==> src/rtl/ad9826_pkg.sv <==
// Shared definitions for the AD9826 register sequencer: config-word field
// positions, register address names and sequencer state encoding.
package ad9826_pkg;

    localparam int unsigned RW_BIT   = 15;
    localparam int unsigned ADDR_MSB = 14;
    localparam int unsigned ADDR_LSB = 12;
    localparam int unsigned DATA_MSB = 8;
    localparam int unsigned DATA_LSB = 0;

    localparam logic [2:0] CONFIG = 3'd0;
    localparam logic [2:0] MUX    = 3'd1;
    localparam logic [2:0] PGA_R  = 3'd2;
    localparam logic [2:0] PGA_G  = 3'd3;
    localparam logic [2:0] PGA_B  = 3'd4;
    localparam logic [2:0] OFFS_R = 3'd5;
    localparam logic [2:0] OFFS_G = 3'd6;
    localparam logic [2:0] OFFS_B = 3'd7;

    typedef enum logic [2:0] {
        IDLE,
        WR_REQ,
        WR_WAIT,
        RD_REQ,
        RD_WAIT,
        CHECK,
        FIN
    } seq_state_t;

    function automatic logic [15:0] make_cfg_word(input logic       rd,
                                                  input logic [2:0] addr,
                                                  input logic [8:0] data);
        logic [15:0] w;
        w = '0;
        w[RW_BIT]            = rd;
        w[ADDR_MSB:ADDR_LSB] = addr;
        w[DATA_MSB:DATA_LSB] = data;
        return w;
    endfunction

endpackage

==> src/rtl/ad9826_reg_sequencer_if.sv <==
// Request/acknowledge bus between the register sequencer and the serial config stage.
interface ad9826_reg_sequencer_if;
    logic [15:0] cfg_word;
    logic        cfg_req;
    logic        cfg_ack;
    logic [8:0]  cfg_rdata;

    modport master (output cfg_word, output cfg_req, input cfg_ack, input cfg_rdata);
    modport slave  (input cfg_word, input cfg_req, output cfg_ack, output cfg_rdata);
endinterface

==> src/rtl/ad9826_shadow_regs.sv <==
// 8 x 9-bit shadow copy of the AD9826 register map: one write port,
// independent combinational read ports for the host and the sequencer.
module ad9826_shadow_regs (
    input  logic       clk,
    input  logic       rst_n,
    input  logic       we,
    input  logic [2:0] waddr,
    input  logic [8:0] wdata,
    input  logic [2:0] host_raddr,
    output logic [8:0] host_rdata,
    input  logic [2:0] seq_raddr,
    output logic [8:0] seq_rdata
);
    logic [8:0] mem_q [8];
    logic [8:0] mem_d [8];

    always_comb begin
        mem_d = mem_q;
        if (we) begin
            mem_d[waddr] = wdata;
        end
    end

    always_ff @(posedge clk or negedge rst_n) begin
        if (!rst_n) begin
            mem_q <= '{default: '0};
        end else begin
            mem_q <= mem_d;
        end
    end

    assign host_rdata = mem_q[host_raddr];
    assign seq_rdata  = mem_q[seq_raddr];
endmodule

==> src/rtl/ad9826_reg_sequencer.sv <==
// Writes the eight shadow registers to the AD9826 serial config stage in
// address order on apply, optionally reading each back and comparing.
module ad9826_reg_sequencer
    import ad9826_pkg::*;
#(
    parameter bit          VERIFY      = 1'b1,
    parameter int unsigned TIMEOUT_CYC = 4096,
    parameter int unsigned TO_W        = 12
) (
    input  logic                   clk,
    input  logic                   rst_n,
    input  logic                   host_we,
    input  logic [2:0]             host_addr,
    input  logic [8:0]             host_wdata,
    output logic [8:0]             host_rdata,
    input  logic                   apply,
    output logic                   busy,
    output logic                   done,
    output logic                   error,
    output logic [2:0]             err_addr,
    output logic                   err_timeout,
    ad9826_reg_sequencer_if.master cfg
);
    localparam logic [TO_W-1:0] TO_LAST = TO_W'(TIMEOUT_CYC - 1);

    seq_state_t      state_q, state_d;
    logic [2:0]      addr_q, addr_d;
    logic [TO_W-1:0] to_cnt_q, to_cnt_d;
    logic [15:0]     cfg_word_q, cfg_word_d;
    logic [8:0]      rdata_q, rdata_d;
    logic            error_q, error_d;
    logic [2:0]      err_addr_q, err_addr_d;
    logic            err_timeout_q, err_timeout_d;
    logic [8:0]      seq_rdata;

    ad9826_shadow_regs u_shadow (
        .clk        (clk),
        .rst_n      (rst_n),
        .we         (host_we),
        .waddr      (host_addr),
        .wdata      (host_wdata),
        .host_raddr (host_addr),
        .host_rdata (host_rdata),
        .seq_raddr  (addr_q),
        .seq_rdata  (seq_rdata)
    );

    always_ff @(posedge clk or negedge rst_n) begin
        if (!rst_n) begin
            state_q       <= IDLE;
            addr_q        <= '0;
            to_cnt_q      <= '0;
            cfg_word_q    <= '0;
            rdata_q       <= '0;
            error_q       <= 1'b0;
            err_addr_q    <= '0;
            err_timeout_q <= 1'b0;
        end else begin
            state_q       <= state_d;
            addr_q        <= addr_d;
            to_cnt_q      <= to_cnt_d;
            cfg_word_q    <= cfg_word_d;
            rdata_q       <= rdata_d;
            error_q       <= error_d;
            err_addr_q    <= err_addr_d;
            err_timeout_q <= err_timeout_d;
        end
    end

    always_comb begin
        state_d       = state_q;
        addr_d        = addr_q;
        to_cnt_d      = to_cnt_q;
        cfg_word_d    = cfg_word_q;
        rdata_d       = rdata_q;
        error_d       = error_q;
        err_addr_d    = err_addr_q;
        err_timeout_d = err_timeout_q;
        unique case (state_q)
            IDLE: begin
                if (apply) begin
                    error_d       = 1'b0;
                    err_addr_d    = '0;
                    err_timeout_d = 1'b0;
                    addr_d        = '0;
                    state_d       = WR_REQ;
                end
            end
            WR_REQ: begin
                cfg_word_d = make_cfg_word(1'b0, addr_q, seq_rdata);
                to_cnt_d   = '0;
                state_d    = WR_WAIT;
            end
            WR_WAIT, RD_WAIT: begin
                // ack takes priority over a timeout expiring in the same cycle
                if (cfg.cfg_ack) begin
                    if (state_q == RD_WAIT) begin
                        rdata_d = cfg.cfg_rdata;
                        state_d = CHECK;
                    end else if (addr_q == OFFS_B) begin
                        addr_d  = '0;
                        state_d = VERIFY ? RD_REQ : FIN;
                    end else begin
                        addr_d  = addr_q + 3'd1;
                        state_d = WR_REQ;
                    end
                end else if (to_cnt_q == TO_LAST) begin
                    error_d = 1'b1;
                    if (!error_q) begin
                        err_timeout_d = 1'b1;
                        err_addr_d    = addr_q;
                    end
                    state_d = FIN;
                end else begin
                    to_cnt_d = to_cnt_q + 1'b1;
                end
            end
            RD_REQ: begin
                cfg_word_d = make_cfg_word(1'b1, addr_q, '0);
                to_cnt_d   = '0;
                state_d    = RD_WAIT;
            end
            CHECK: begin
                if ((rdata_q != seq_rdata) && !error_q) begin
                    error_d    = 1'b1;
                    err_addr_d = addr_q;
                end
                if (addr_q == OFFS_B) begin
                    state_d = FIN;
                end else begin
                    addr_d  = addr_q + 3'd1;
                    state_d = RD_REQ;
                end
            end
            FIN:     state_d = IDLE;
            default: state_d = IDLE;
        endcase
    end

    always_comb begin
        busy        = (state_q != IDLE) && (state_q != FIN);
        done        = (state_q == FIN);
        cfg.cfg_req = (state_q == WR_WAIT) || (state_q == RD_WAIT);
    end

    assign cfg.cfg_word = cfg_word_q;
    assign error        = error_q;
    assign err_addr     = err_addr_q;
    assign err_timeout  = err_timeout_q;
endmodule

==> src/flat_wrapper.sv <==
// flat-port wrapper written by rule: the top's interface ports become plain ports
module ad9826_reg_sequencer_flat import ad9826_pkg::*;
#(
    parameter bit          VERIFY      = 1'b1,
    parameter int unsigned TIMEOUT_CYC = 4096,
    parameter int unsigned TO_W        = 12
)
  (clk, rst_n, host_we, host_addr, host_wdata, host_rdata, apply, busy, done, error, err_addr, err_timeout, cfg_cfg_word, cfg_cfg_req, cfg_cfg_ack, cfg_cfg_rdata);
  ad9826_reg_sequencer_if cfg_i ();
  input  logic clk;
  input  logic rst_n;
  input  logic host_we;
  input  logic [2:0] host_addr;
  input  logic [8:0] host_wdata;
  output logic [8:0] host_rdata;
  input  logic apply;
  output logic busy;
  output logic done;
  output logic error;
  output logic [2:0] err_addr;
  output logic err_timeout;
  output wire logic [$bits(cfg_i.cfg_word)-1:0] cfg_cfg_word;
  output wire logic [$bits(cfg_i.cfg_req)-1:0] cfg_cfg_req;
  input wire logic [$bits(cfg_i.cfg_ack)-1:0] cfg_cfg_ack;
  input wire logic [$bits(cfg_i.cfg_rdata)-1:0] cfg_cfg_rdata;
  assign cfg_cfg_word = cfg_i.cfg_word;
  assign cfg_cfg_req = cfg_i.cfg_req;
  assign cfg_i.cfg_ack = cfg_cfg_ack;
  assign cfg_i.cfg_rdata = cfg_cfg_rdata;
  ad9826_reg_sequencer #(.VERIFY(VERIFY), .TIMEOUT_CYC(TIMEOUT_CYC), .TO_W(TO_W)) u_core (.clk(clk), .rst_n(rst_n), .host_we(host_we), .host_addr(host_addr), .host_wdata(host_wdata), .host_rdata(host_rdata), .apply(apply), .busy(busy), .done(done), .error(error), .err_addr(err_addr), .err_timeout(err_timeout), .cfg(cfg_i));
endmodule
==> config.mk <==
export PLATFORM = sky130hd
export DESIGN_NAME = ad9826_reg_sequencer_flat
export DESIGN_NICKNAME = d
export VERILOG_FILES = /design/src/rtl/ad9826_pkg.sv /design/src/rtl/ad9826_reg_sequencer_if.sv /design/src/rtl/ad9826_shadow_regs.sv /design/src/rtl/ad9826_reg_sequencer.sv /design/src/flat_wrapper.sv
export SDC_FILE = /design/constraint.sdc
export NUM_CORES = 1
export LEC_CHECK = 0
export BUFFER_PORTS_ARGS = -buffer_cell sky130_fd_sc_hd__buf_2
export CORE_MARGIN = 2
export CORE_UTILIZATION = 57
export DETAILED_ROUTE_END_ITERATION = 12
export GPL_ROUTABILITY_DRIVEN = 0
export PLACE_DENSITY_LB_ADDON = 0.08
export SETUP_SLACK_MARGIN = 0.05
export SYNTH_ARGS = -nofsm -noshare
export SYNTH_HDL_FRONTEND = slang
export SYNTH_SLANG_ARGS = --single-unit
==> constraint.sdc <==
create_clock -name clk -period 3.5 [get_ports clk]
set_clock_uncertainty 0.15 [all_clocks]
set_input_delay 0.7 -clock clk [delete_from_list [all_inputs] [get_ports clk]]
set_output_delay 0.7 -clock clk [all_outputs]
set_load 0.005 [all_outputs]
==> impl_metrics.toml <==
[clock_tree]
clock-root-buffer = "clkbuf_8"
cts_hold_buf = 1
htreeDepth = 4
clk_path_buf_depth = 2
post_cts_buffers = 0
post_cts_resized = 0
path_clk_slew_ns = 0.05
cts.sinks = 117
cts_tree = "yes"
numCtsBuffers = 17
clkLatencyLatePin_ns = 0.53

[timing]
max_slew_margin_pct = 45.9
period_needed_ns = 3.16
setup_viol = 0
tns_ns = 0
period_share_pct = 90.4
hold_viol = 0
rsz0062_at_grt = "false"
tightest_slew_ns = 0.808
drv_slew = 0
max_freq_mhz = 316
setup_slack_ns = 0.336

[grt]
gr-total-overflow = 0
grt_pass1_wl_um = 22200
grt_max_degree = 61
grt_pass1_vias = 4207
grtUsageTotal_pct = 26.2
antenna_found_initial = 0

[setup_path]
criticalPathCategory = "in -> out"
crit_slowest_cell = "mux4_2"
cp_slowest_stage_delay_ns = 0.60
critPathCaptureType = "output port"
crit_chain = "buf_2 -> mux4_2 -> mux2_2 -> buf_2"
start_kind = "primary input"
worst-path-buf-inv = 2
cp_data_arrival_time_ns = 2.31
path_max_fanout = 25
critPathRequiredTime_ns = 2.65
crit_path_frequent_cell = "buf_2"
crit_family = "multiplexers"

[power_and_ir_drop]
power.internal_w = 0.00371
combinationalPowerShare_pct = 30.1
pwr_density_cell_mw_per_mm2 = 760
clkPwrFrac_pct = 32.5
p_seq_share_pct = 37.5
total_power_w = 0.00544
p_leak_nw = 3.11
swShare_pct = 31.9
ir_worst_vdd_uv = 576
power_switching_w = 0.00173

[drt]
vias = 4089
detail-route-antenna-nets = 0
wl_um = 13700
dr.pass1.iters = 4
vias_per_cell = 6.00
drc = 0
drt_iter0_drc = 308
wl_per_cell_um = 20.1

[synth]
yosysWarnings = 0
synth_edf_count = 0
async_reset_ff_share_pct = 100
synthFlopType = "dfrtp_1"
yosys.cell_types.count = 46
netlist_area_mm2 = 0.00605
syn_area_per_cell_um2 = 13.1
ys_seq_elements = 117
ys_seq_area_share_pct = 48.4
synthCells = 463

[placed_design]
dp_cells = 649
pre_cts_ws_ns = 0.325
io_buffers = 55
place.detailed.hpwl_um = 9470

[floorplanning]
fp.dieW_um = 107
initial_core_util_pct = 58.6
die_h_um = 107
row_count = 37
core_area_mm2 = 0.0103
die-area_mm2 = 0.0115
io-pin-count = 59

[run_status]
status = "complete, no violations"

[layout]
stdcell_count = 682
drive_gt1_share_pct = 41.8
final_cell_mix = "dfrtp_1, mux2_2, buf_2"
layout.nets = 562
diodes = 0
areaGrowthSynthToFinish_pct = 18.3
layout_commonest_cell = "dfrtp_1"

[hold_path]
min_path_type = "in -> reg"

[run]
max_cap_viol_count = 0
==> logic make-up (layout without fill, tap and decap cells) <==
logic type	after synthesis	in the layout	synth area share, %
other	1	3	0.0620
flip-flops	117	117	48.4
AND/OR/NAND/NOR	100	100	8.59
multiplexers	139	139	31.7
adder cells (fa/ha/maj)	4	4	0.786
AO/OA/AOI/OAI	47	47	4.88
buffers and inverters	37	118	2.94
XOR/XNOR	18	18	2.61
==> power groups by stage <==
stage                     Sequential [W]  Clock [W]  Combinational (W)
after floorplan                  0.00190          0            0.00127
after global placement           0.00203          0            0.00160
after detailed placement         0.00205          0            0.00163
after CTS                        0.00203    0.00179            0.00165
after global routing             0.00209    0.00186            0.00181
final                            0.00204    0.00177            0.00164
==> layer usage <==
layer | vias up | share of wire, % | GRT usage [%]
li1 | 1857 | - | -
met1 | 2100 | 41 | 32.2
met2 | 108 | 52 | 43.8
met3 | 24 | 4.6 | 7.17
met4 | 0 | 2.0 | 11.1
met5 | - | 0 | 0
==> synthesized netlist by cell type, types with 2 or more instances <==
cell type  instances  share of area [%]
o21ai_0           18                1.5
inv_1              7               0.43
buf_2              3               0.25
mux4_2            24                8.9
and4_1             2               0.29
ha_1               3               0.62
o22ai_1            5               0.52
xor2_1            10                1.4
nor3_2             3               0.50
mux4_1             7                3.0
nand2b_1           5               0.52
nor2_1            18                1.1
xnor2_1            8                1.2
nor2b_1            4               0.41
mux2i_1           17                2.8
o41ai_1            2               0.29
a41oi_1            2               0.29
nor3_1             4               0.33
dfrtp_1          117                 48
nand3_1            8               0.66
buf_1              6               0.37
mux2_2            91                 17
a21oi_1            8               0.66
buf_4              3               0.37
nand4b_1           3               0.43
a22o_1             4               0.58
nand2_1           32                2.0
or3_1              3               0.31
clkbuf_1          16               0.99
nand3b_1           5               0.62
nor3b_1            3               0.37
nand4_1            8               0.83
==> through the flow <==
step / hold WS, ns / utilization [%] / instance area (µm²)
6_report: 0.261 / 69.3 / 7160
3_3_place_gp: 0.302 / 63.3 / 6540
5_1_grt: 0.240 / 69.3 / 7160
2_1_floorplan: 0.254 / - / 6060
4_1_cts: 0.235 / 69.3 / 7160
3_5_place_dp: 0.310 / 63.3 / 6540
==> registers in the layout (all words and copies together), names as in the netlist <==
register and cells:
u_core.u_shadow.mem_q 72, u_core.cfg.cfg_word 13, u_core.to_cnt_q 12, u_core.rdata_q 9, u_core.addr_q 3, u_core.err_addr 3
u_core.state_q 3, u_core.err_timeout 1, u_core.error 1
==> path summary, 6_finish.rpt <==
check / to / startpoint / slack [ns] / depth (start not counted)
setup / recovery: host_rdata[0] / host_addr[0] / 0.34 / 4
hold / removal: u_core.rdata_q[8] / cfg_cfg_rdata[8] / 0.26 / 2
setup reg to reg: u_core.err_addr[1] / u_core.addr_q[0] / 0.66 / 7
hold reg to reg: u_core.cfg.cfg_word[12] / u_core.cfg.cfg_word[12] / 0.32 / 2
max in group asynchronous: u_core.u_shadow.mem_q[56] / rst_n / 1.97 / 3
min in group asynchronous: u_core.cfg.cfg_word[13] / rst_n / 0.49 / 2
==> area by class of cell <==
class | instances | area (µm²)
inverter | 7 | 26.3
clock inverter | 9 | 123
multi-input combinational | 311 | 2950
timing repair buffer | 79 | 473
fill | 732 | 3170
sequential | 117 | 2930
clock buffer | 23 | 487
tap | 136 | 170
Power figures use the tool's default switching activity.
